--- src/rtl/login_pkg.sv ---
// Shared state encoding, default code geometry and lock-timer sizing for the login authenticator.
// The lockout feature is selected with LOGIN_LOCKOUT_EN in the files that use this package.
package login_pkg;

    typedef enum logic [2:0] {
        COLLECT,
        CHECK,
        GRANTED,
        FAIL,
        LOCKED
    } loginState_t;

    localparam int unsigned DEFAULT_DIGIT_W  = 4;
    localparam int unsigned DEFAULT_CODE_LEN = 4;

    function automatic int unsigned LOCK_CNT_W(input int unsigned lockCycles);
        return (lockCycles > 1) ? $clog2(lockCycles) : 1;
    endfunction

endpackage

--- src/rtl/login_lock_timer.sv ---
// Lockout duration timer: after a start strobe, raises done for one cycle on the LOCK_CYCLES-th cycle.
// Built only when LOGIN_LOCKOUT_EN is defined.
`ifdef LOGIN_LOCKOUT_EN
module login_lock_timer
    import login_pkg::*;
#(
    parameter int unsigned LOCK_CYCLES = 1000
) (
    input  logic clk,
    input  logic rst,
    input  logic start,
    output logic done
);

    localparam int unsigned CntW = LOCK_CNT_W(LOCK_CYCLES);
    localparam logic [CntW-1:0] LastCnt = CntW'(LOCK_CYCLES - 1);

    logic [CntW-1:0] lockCnt;
    logic            running;

    always_ff @(posedge clk or posedge rst) begin
        if (rst) begin
            running <= 1'b0;
            lockCnt <= '0;
        end else if (start) begin
            running <= 1'b1;
            lockCnt <= '0;
        end else if (running) begin
            if (lockCnt == LastCnt) begin
                running <= 1'b0;
                lockCnt <= '0;
            end else begin
                lockCnt <= lockCnt + 1'b1;
            end
        end
    end

    assign done = running && (lockCnt == LastCnt);

endmodule
`endif

--- src/rtl/login_authenticator.sv ---
// Digit-code login front end for the difficulty selector; LoggedIn stays high until logout.
// Define LOGIN_LOCKOUT_EN to build the fail counter, LOCKED state and lock timer.
module login_authenticator
    import login_pkg::*;
#(
    parameter int unsigned                   CODE_LEN    = DEFAULT_CODE_LEN,
    parameter int unsigned                   DIGIT_W     = DEFAULT_DIGIT_W,
    parameter logic [CODE_LEN*DIGIT_W-1:0]   PASSWORD    = 16'h1234,
    parameter int unsigned                   MAX_TRIES   = 3,
    parameter int unsigned                   LOCK_CYCLES = 1000
) (
    input  logic                              clk,
    input  logic                              rst,
    input  logic [DIGIT_W-1:0]                digit_in,
    input  logic                              digit_valid,
    input  logic                              enter,
    input  logic                              logout,
    output logic                              LoggedIn,
    output logic                              locked,
    output logic                              fail_pulse,
    output logic [$clog2(CODE_LEN+1)-1:0]     digit_count
);

    localparam int unsigned CodeW = CODE_LEN * DIGIT_W;
    localparam int unsigned CntW  = $clog2(CODE_LEN + 1);
    localparam logic [CntW-1:0] FullCnt = CntW'(CODE_LEN);

    loginState_t      state, nextState;
    logic [CodeW-1:0] codeBuf;
    logic [CntW-1:0]  digitCnt;
    logic             match;
    logic             lastTry;
    logic             lockDone;

    assign match = (digitCnt == FullCnt) && (codeBuf == PASSWORD);

`ifdef LOGIN_LOCKOUT_EN
    localparam int unsigned FailW = $clog2(MAX_TRIES + 1);

    logic [FailW-1:0] failCnt;
    logic             lockStart;

    assign lastTry   = (failCnt + 1'b1) == FailW'(MAX_TRIES);
    assign lockStart = (state == FAIL) && lastTry;

    always_ff @(posedge clk or posedge rst) begin
        if (rst) begin
            failCnt <= '0;
        end else if (state == CHECK && match) begin
            failCnt <= '0;
        end else if (state == FAIL) begin
            failCnt <= failCnt + 1'b1;
        end else if (state == LOCKED && lockDone) begin
            failCnt <= '0;
        end
    end

    login_lock_timer #(
        .LOCK_CYCLES(LOCK_CYCLES)
    ) lockTimer (
        .clk  (clk),
        .rst  (rst),
        .start(lockStart),
        .done (lockDone)
    );

    always_ff @(posedge clk or posedge rst) begin
        if (rst) begin
            locked <= 1'b0;
        end else begin
            locked <= (state == LOCKED);
        end
    end
`else
    logic unusedLockCfg;

    assign unusedLockCfg = ^{MAX_TRIES, LOCK_CYCLES};
    assign lastTry       = 1'b0;
    assign lockDone      = 1'b0;
    assign locked        = 1'b0;
`endif

    always_ff @(posedge clk or posedge rst) begin
        if (rst) begin
            state <= COLLECT;
        end else begin
            state <= nextState;
        end
    end

    always_comb begin
        nextState = state;
        case (state)
            COLLECT: if (enter)    nextState = CHECK;
            CHECK:   nextState = match ? GRANTED : FAIL;
            GRANTED: if (logout)   nextState = COLLECT;
            FAIL:    nextState = lastTry ? LOCKED : COLLECT;
            LOCKED:  if (lockDone) nextState = COLLECT;
            default: nextState = COLLECT;
        endcase
    end

    // enter wins over a simultaneous digit; digits beyond CODE_LEN are dropped
    always_ff @(posedge clk or posedge rst) begin
        if (rst) begin
            codeBuf  <= '0;
            digitCnt <= '0;
        end else if (state != COLLECT && nextState == COLLECT) begin
            codeBuf  <= '0;
            digitCnt <= '0;
        end else if (state == COLLECT && digit_valid && !enter && digitCnt != FullCnt) begin
            codeBuf  <= (codeBuf << DIGIT_W) | CodeW'(digit_in);
            digitCnt <= digitCnt + 1'b1;
        end
    end

    always_ff @(posedge clk or posedge rst) begin
        if (rst) begin
            LoggedIn   <= 1'b0;
            fail_pulse <= 1'b0;
        end else begin
            LoggedIn   <= (state == GRANTED);
            fail_pulse <= (state == FAIL);
        end
    end

    assign digit_count = digitCnt;

endmodule

--- config.mk ---
export PLATFORM = sky130hd
export DESIGN_NAME = login_authenticator
export DESIGN_NICKNAME = d
export VERILOG_FILES = /design/src/rtl/login_pkg.sv /design/src/rtl/login_lock_timer.sv /design/src/rtl/login_authenticator.sv
export SDC_FILE = /design/constraint.sdc
export NUM_CORES = 1
export LEC_CHECK = 0
export BUFFER_PORTS_ARGS = -buffer_cell sky130_fd_sc_hd__buf_2
export CORE_AREA = 2 2 48 50
export DETAILED_ROUTE_END_ITERATION = 12
export DIE_AREA = 0 0 50 52
export MAX_ROUTING_LAYER = met4
export PLACE_DENSITY = 0.78
export REMOVE_ABC_BUFFERS = 1
export SLEW_MARGIN = 20
export SYNTH_ARGS = -nofsm -noshare
export SYNTH_HDL_FRONTEND = slang
export SYNTH_SLANG_ARGS = --single-unit
--- constraint.sdc ---
create_clock -name clk -period 4.4 [get_ports clk]
set_clock_uncertainty 0.2 [all_clocks]
set_input_delay 0.88 -clock clk [delete_from_list [all_inputs] [get_ports clk]]
set_output_delay 0.88 -clock clk [all_outputs]
set_load 0.01 [all_outputs]
; ---- After elaboration in Yosys (flattened, before gate mapping)
; Cells that the tools add are included.
[totals]
inputBits = 9
regBits = 24
out_inout_bits = 6
[op_classes]
n_reduce_logical = 10
eq_ne = 7
addsub = 1
n_bitwise = 1
muxes = 8
[op_table]
columns = operator, count
row1 = $mux W16, 2
row2 = $eq A16 B13 Y1 const B, 1
row3 = $or A16 B4 Y16, 1
row4 = $mux W3, 4
row5 = $pmux W3 S4, 1
row6 = $eq A3 B2 Y1 const B, 2
row7 = $eq A3 B3 Y1 const B, 2
row8 = $logic_not A3 Y1, 2
row9 = $logic_and A1 B1 Y1, 5
row10 = $add A3 B1 Y3 const B, 1
row11 = $eq A3 B1 Y1 const B, 1
row12 = $ne A3 B3 Y1 const B, 1
row13 = $reduce_bool A3 Y1, 1
row14 = $reduce_bool A2 Y1, 1
row15 = $logic_not A1 Y1, 1
row16 = $mux W1, 1

; ---- Longest topological paths before layout
[logic_depth]
depth_word = 7
mapped_depth = 6

; ---- Least setup slack after synthesis
; OpenSTA, ideal clock, no wires.
[synth_path]
path_type = input to register
startpoint = input enter
endpoint = register codeBuf[0]
path_stages = 5
path_slack_ns = 2.303
required_ns = 4.076
t_arrival_ns = 1.773
cell_sequence = or3b_1 buf_2 clkbuf_1 o21ai_0 a21oi_1
[synth_between]
elab_chain_len = 5
word_cells_on_any_way = 9
cone_classes = mux: 3 / reduce/logical: 6
[synth_lines]
columns = element, line
row1 = start: declaration, login_authenticator.sv:16  ; input logic enter,
row2 = $mux W3, login_authenticator.sv:94  ; COLLECT: if (enter) nextState = CHECK;
row3 = $pmux W3 S4, login_authenticator.sv:93  ; case (state)
row4 = $logic_not A3 Y1, login_authenticator.sv:108  ; end else if (state != COLLECT && nextState == COLLECT) begin
row5 = $logic_and A1 B1 Y1, login_authenticator.sv:108
row6 = $mux W16 / $reduce_bool A2 Y1 (equally long branches), -
row7 = end signal: assignment, login_authenticator.sv:112  ; codeBuf <= (codeBuf << DIGIT_W) | CodeW'(digit_in);
row8 = end: declaration, login_authenticator.sv:29  ; logic [CodeW-1:0] codeBuf;
; Several ways; a longest one is shown, not always the timed one.
; A chain may end at the register's enable or synchronous reset.

; ---- Worst setup path after layout
[layout_path]
startpoint = register digitCnt[0], in the netlist digit_count[0]
endpoint = register digitCnt[2], in the netlist digit_count[2]
[layout_between]
elab_chain_len = 7
word_cells_on_any_way = 12
cone_classes = add/sub: 1 / eq/ne: 2 / mux: 4 / reduce/logical: 5
[layout_lines]
columns = element, line
row1 = start: declaration, login_authenticator.sv:30  ; logic [CntW-1:0] digitCnt;
row2 = start signal: assignment, login_authenticator.sv:113  ; digitCnt <= digitCnt + 1'b1;
row3 = $eq A3 B3 Y1, login_authenticator.sv:35  ; assign match = (digitCnt == FullCnt) && (codeBuf == PASSWORD);
row4 = $logic_and A1 B1 Y1, login_authenticator.sv:35
row5 = $mux W1, login_authenticator.sv:95  ; CHECK: nextState = match ? GRANTED : FAIL;
row6 = $pmux W3 S4, login_authenticator.sv:93
row7 = $logic_not A3 Y1, login_authenticator.sv:108
row8 = $logic_and A1 B1 Y1, login_authenticator.sv:108
row9 = $mux W3 / $reduce_bool A2 Y1 (equally long branches), -
; Several ways; a longest one is shown, not always the timed one. The select of a mux whose other input is x is not followed.

==> run metrics <==
Power Density roughly 550 nW/um^2; global routing's busiest layer met2; ANT cells 0; nets 139; Critical Path Source Type flip-flop; grt met2 use 34.9%; Reg2Reg Capture Point digit_count[2]; r2r setup slk ~2.2 ns; setup TNS 0 ns; area share of the leading cell type in the synthesized netlist 51.4%; most area-consuming cells after synthesis dfrtp_1 51%, a21oi_1 8.1%, nand3_1 7.7%; Routed Antenna Nets 0; setup fix buffers added after clock tree synthesis 0; crit-path max FO 20; Clock Path Buffers 2; Lkg Pwr 0.533 nW; CP Capture Type flip-flop; Post-route DRC 0; RSZ-0062 raised after global routing no; Core Util, Final 58.6%; register area share after synthesis 51.4%; CP arrival ~2.2 ns; final wirelength 2270 um; Yosys cell types 29; row cnt 17; layout cell share with drive strength beyond 1 about 15%; combinational share of power about a third; reg2reg start digit_count[0]; post-route clock period utilization 49.7%; hold worst-path end codeBuf[12]; Hold Path Origin codeBuf[12]; CTS H-Tree Depth 1; initial antenna violation count 0; Final Hold Fails 0; CTS tree built; Die ar. 2600 um^2; clock share of power 14.5%; vias 914; cts hold-fix bufs 0; FF-to-FF path depth 5; cell taking the most area after synthesis dfrtp_1; Setup CP Type reg -> reg; mapped cell area 1170 um^2; setup violators final 0; Die Y 52 um; Worst-Skew Late Latency 0.32 ns; Worst slew margin 38.9%; MaxCap Viol Count 0; final max-slew violation count 0; Ys Warns 0; via/cell ratio 5.94; ys flop type dfrtp_1; DP HPWL roughly 1500 um; Post-Synthesis Cells about 120; Num CTS Buffers 3; root buf cell clkbuf_4; pin count of the biggest net entering global routing 25; VDD IR max 0.392 mV; Mapped Avg Cell Area 9.58 um^2; Starting Density a little under three fifths; Core Box Area between 2000 and 2500 um^2; most frequent cell after synthesis dfrtp_1; met3 Resource Use GR 3.45%; vias in the first global route 932; outcome completed; sw power 0.285 mW; global-route wire length before repair 4050 um; Net Sw Frac 41.9%; Overall Global Routing Usage 21.3%; Int Pwr 0.396 mW; CTS clk-pin slew, worst paths 0.12 ns; post_cts resized 0; IO buf count 13; Synth Register Bits 24; number of iterations in the first detailed-routing pass 4; global route overflow 0; GPL Wtd Cong 0.827; GR Util met1 25.9%; IO Count 15; DR WL/cell 14.7 um; Tightest Pin Transition 0.916 ns; Area Overhead vs Synth 5.67%; achievable frequency about 460 MHz; worst path required time 4.44 ns; Post-synth EDFFs 0; DR iter-0 viols 20; clock tree sinks 24; async set-reset flop share out of synthesis between 90% and 100%; sequential share of power 50.6%; Chip Width 50 um; HP Class reg -> reg; Period minus WS final 2.19 ns; most frequent cells after synthesis 24 x dfrtp_1, 19 x a21oi_1, 18 x nand3_1; hold depth 2
[cell families (layout without fill, tap and decap cells)]
logic type               Yosys count  count (layout)  share of synthesized area (%)
AND/OR/NAND/NOR                   34              34                           17.3
adder cells (fa/ha/maj)            2               2                           2.14
multiplexers                       1               1                          0.857
AO/OA/AOI/OAI                     44              44                           20.7
flip-flops                        24              24                           51.4
other                              1               1                          0.321
buffers and inverters             16              20                           7.28
[cell type report]
| cell class | instances | area (um^2) |
|---|---|---|
| Clock buffer | 3 | 22.5 |
| Fill cell | 195 | 871 |
| Inverter | 4 | 15.0 |
| Multi-Input combinational cell | 82 | 497 |
| Sequential cell | 24 | 601 |
| Tap cell | 28 | 35.0 |
| Timing Repair Buffer | 13 | 65.1 |
[critical path, cell delays in order, from the launching register on]
cell and delay (ns):
dfrtp_1 0.40, inv_1 0.07, ha_1 0.25, a211o_1 0.52, or4_1 0.53, a21oi_1 0.14
[per-stage QoR]
stage | hold slack, ns | setup slack [ns] | instances | power (mW) | cell area, um^2
after floorplan | 0.308 | 2.15 | 110 | 0.496 | 1100
after global placement | 0.328 | 1.92 | 151 | 0.565 | 1200
after detailed placement | 0.334 | 1.88 | 151 | 0.574 | 1200
after CTS | 0.351 | 2.13 | 154 | 0.668 | 1220
after global routing | 0.368 | 2.05 | 154 | 0.732 | 1230
final | 0.349 | 2.21 | 154 | 0.681 | 1230
[power groups by stage]
stage	combinational (mW)	clock, mW	sequential, mW
2_1_floorplan	0.158	0	0.338
3_3_place_gp	0.224	0	0.340
3_5_place_dp	0.230	0	0.344
4_1_cts	0.231	0.0972	0.340
5_1_grt	0.271	0.106	0.355
6_report	0.238	0.0987	0.345
[cells in the final DEF (no fill, tap or decap), drive strengths merged]
| cell | instances |
|---|---|
| clkbuf | 3 |
| nand3 | 18 |
| conb | 1 |
| or4bb | 1 |
| o31ai | 1 |
| ha | 2 |
| nand2 | 2 |
| and3b | 1 |
| a21oi | 19 |
| nor2 | 3 |
| or4b | 1 |
| o22a | 1 |
| nor3b | 4 |
| or4 | 1 |
| dfrtp | 24 |
| o21a | 1 |
| a211o | 1 |
| buf | 13 |
| a211oi | 1 |
| inv | 4 |
| nor4 | 2 |
| a31oi | 1 |
| o21ai | 19 |
| or3b | 1 |
| mux2i | 1 |
[state kept, by name, indices dropped and copies added, names as in the netlist]
register and count:
LoggedIn 1, codeBuf 16, digit_count 3, fail_pulse 1, state 3
[layer usage]
layer	wire [um]	share of wire, %	vias up
met2	1060	47	25
met1	1070	47	442
met3	97	4.3	4
met4	35	1.5	0
li1	-	-	443
met5	0	0	-
[how the worst max path moves through the flow]
| stage | start | endpoint | depth (start not counted) |
|---|---|---|---|
| final | digit_count[0] | digit_count[2] | 5 |
| after global routing | digit_count[0] | digit_count[2] | 5 |
| after CTS | digit_count[0] | codeBuf[3] | 5 |
| after detailed placement | enter | digit_count[2] | 4 |
| after global placement | enter | digit_count[2] | 4 |
| after floorplan | enter | digit_count[2] | 3 |
Power figures use the tool's default switching activity.
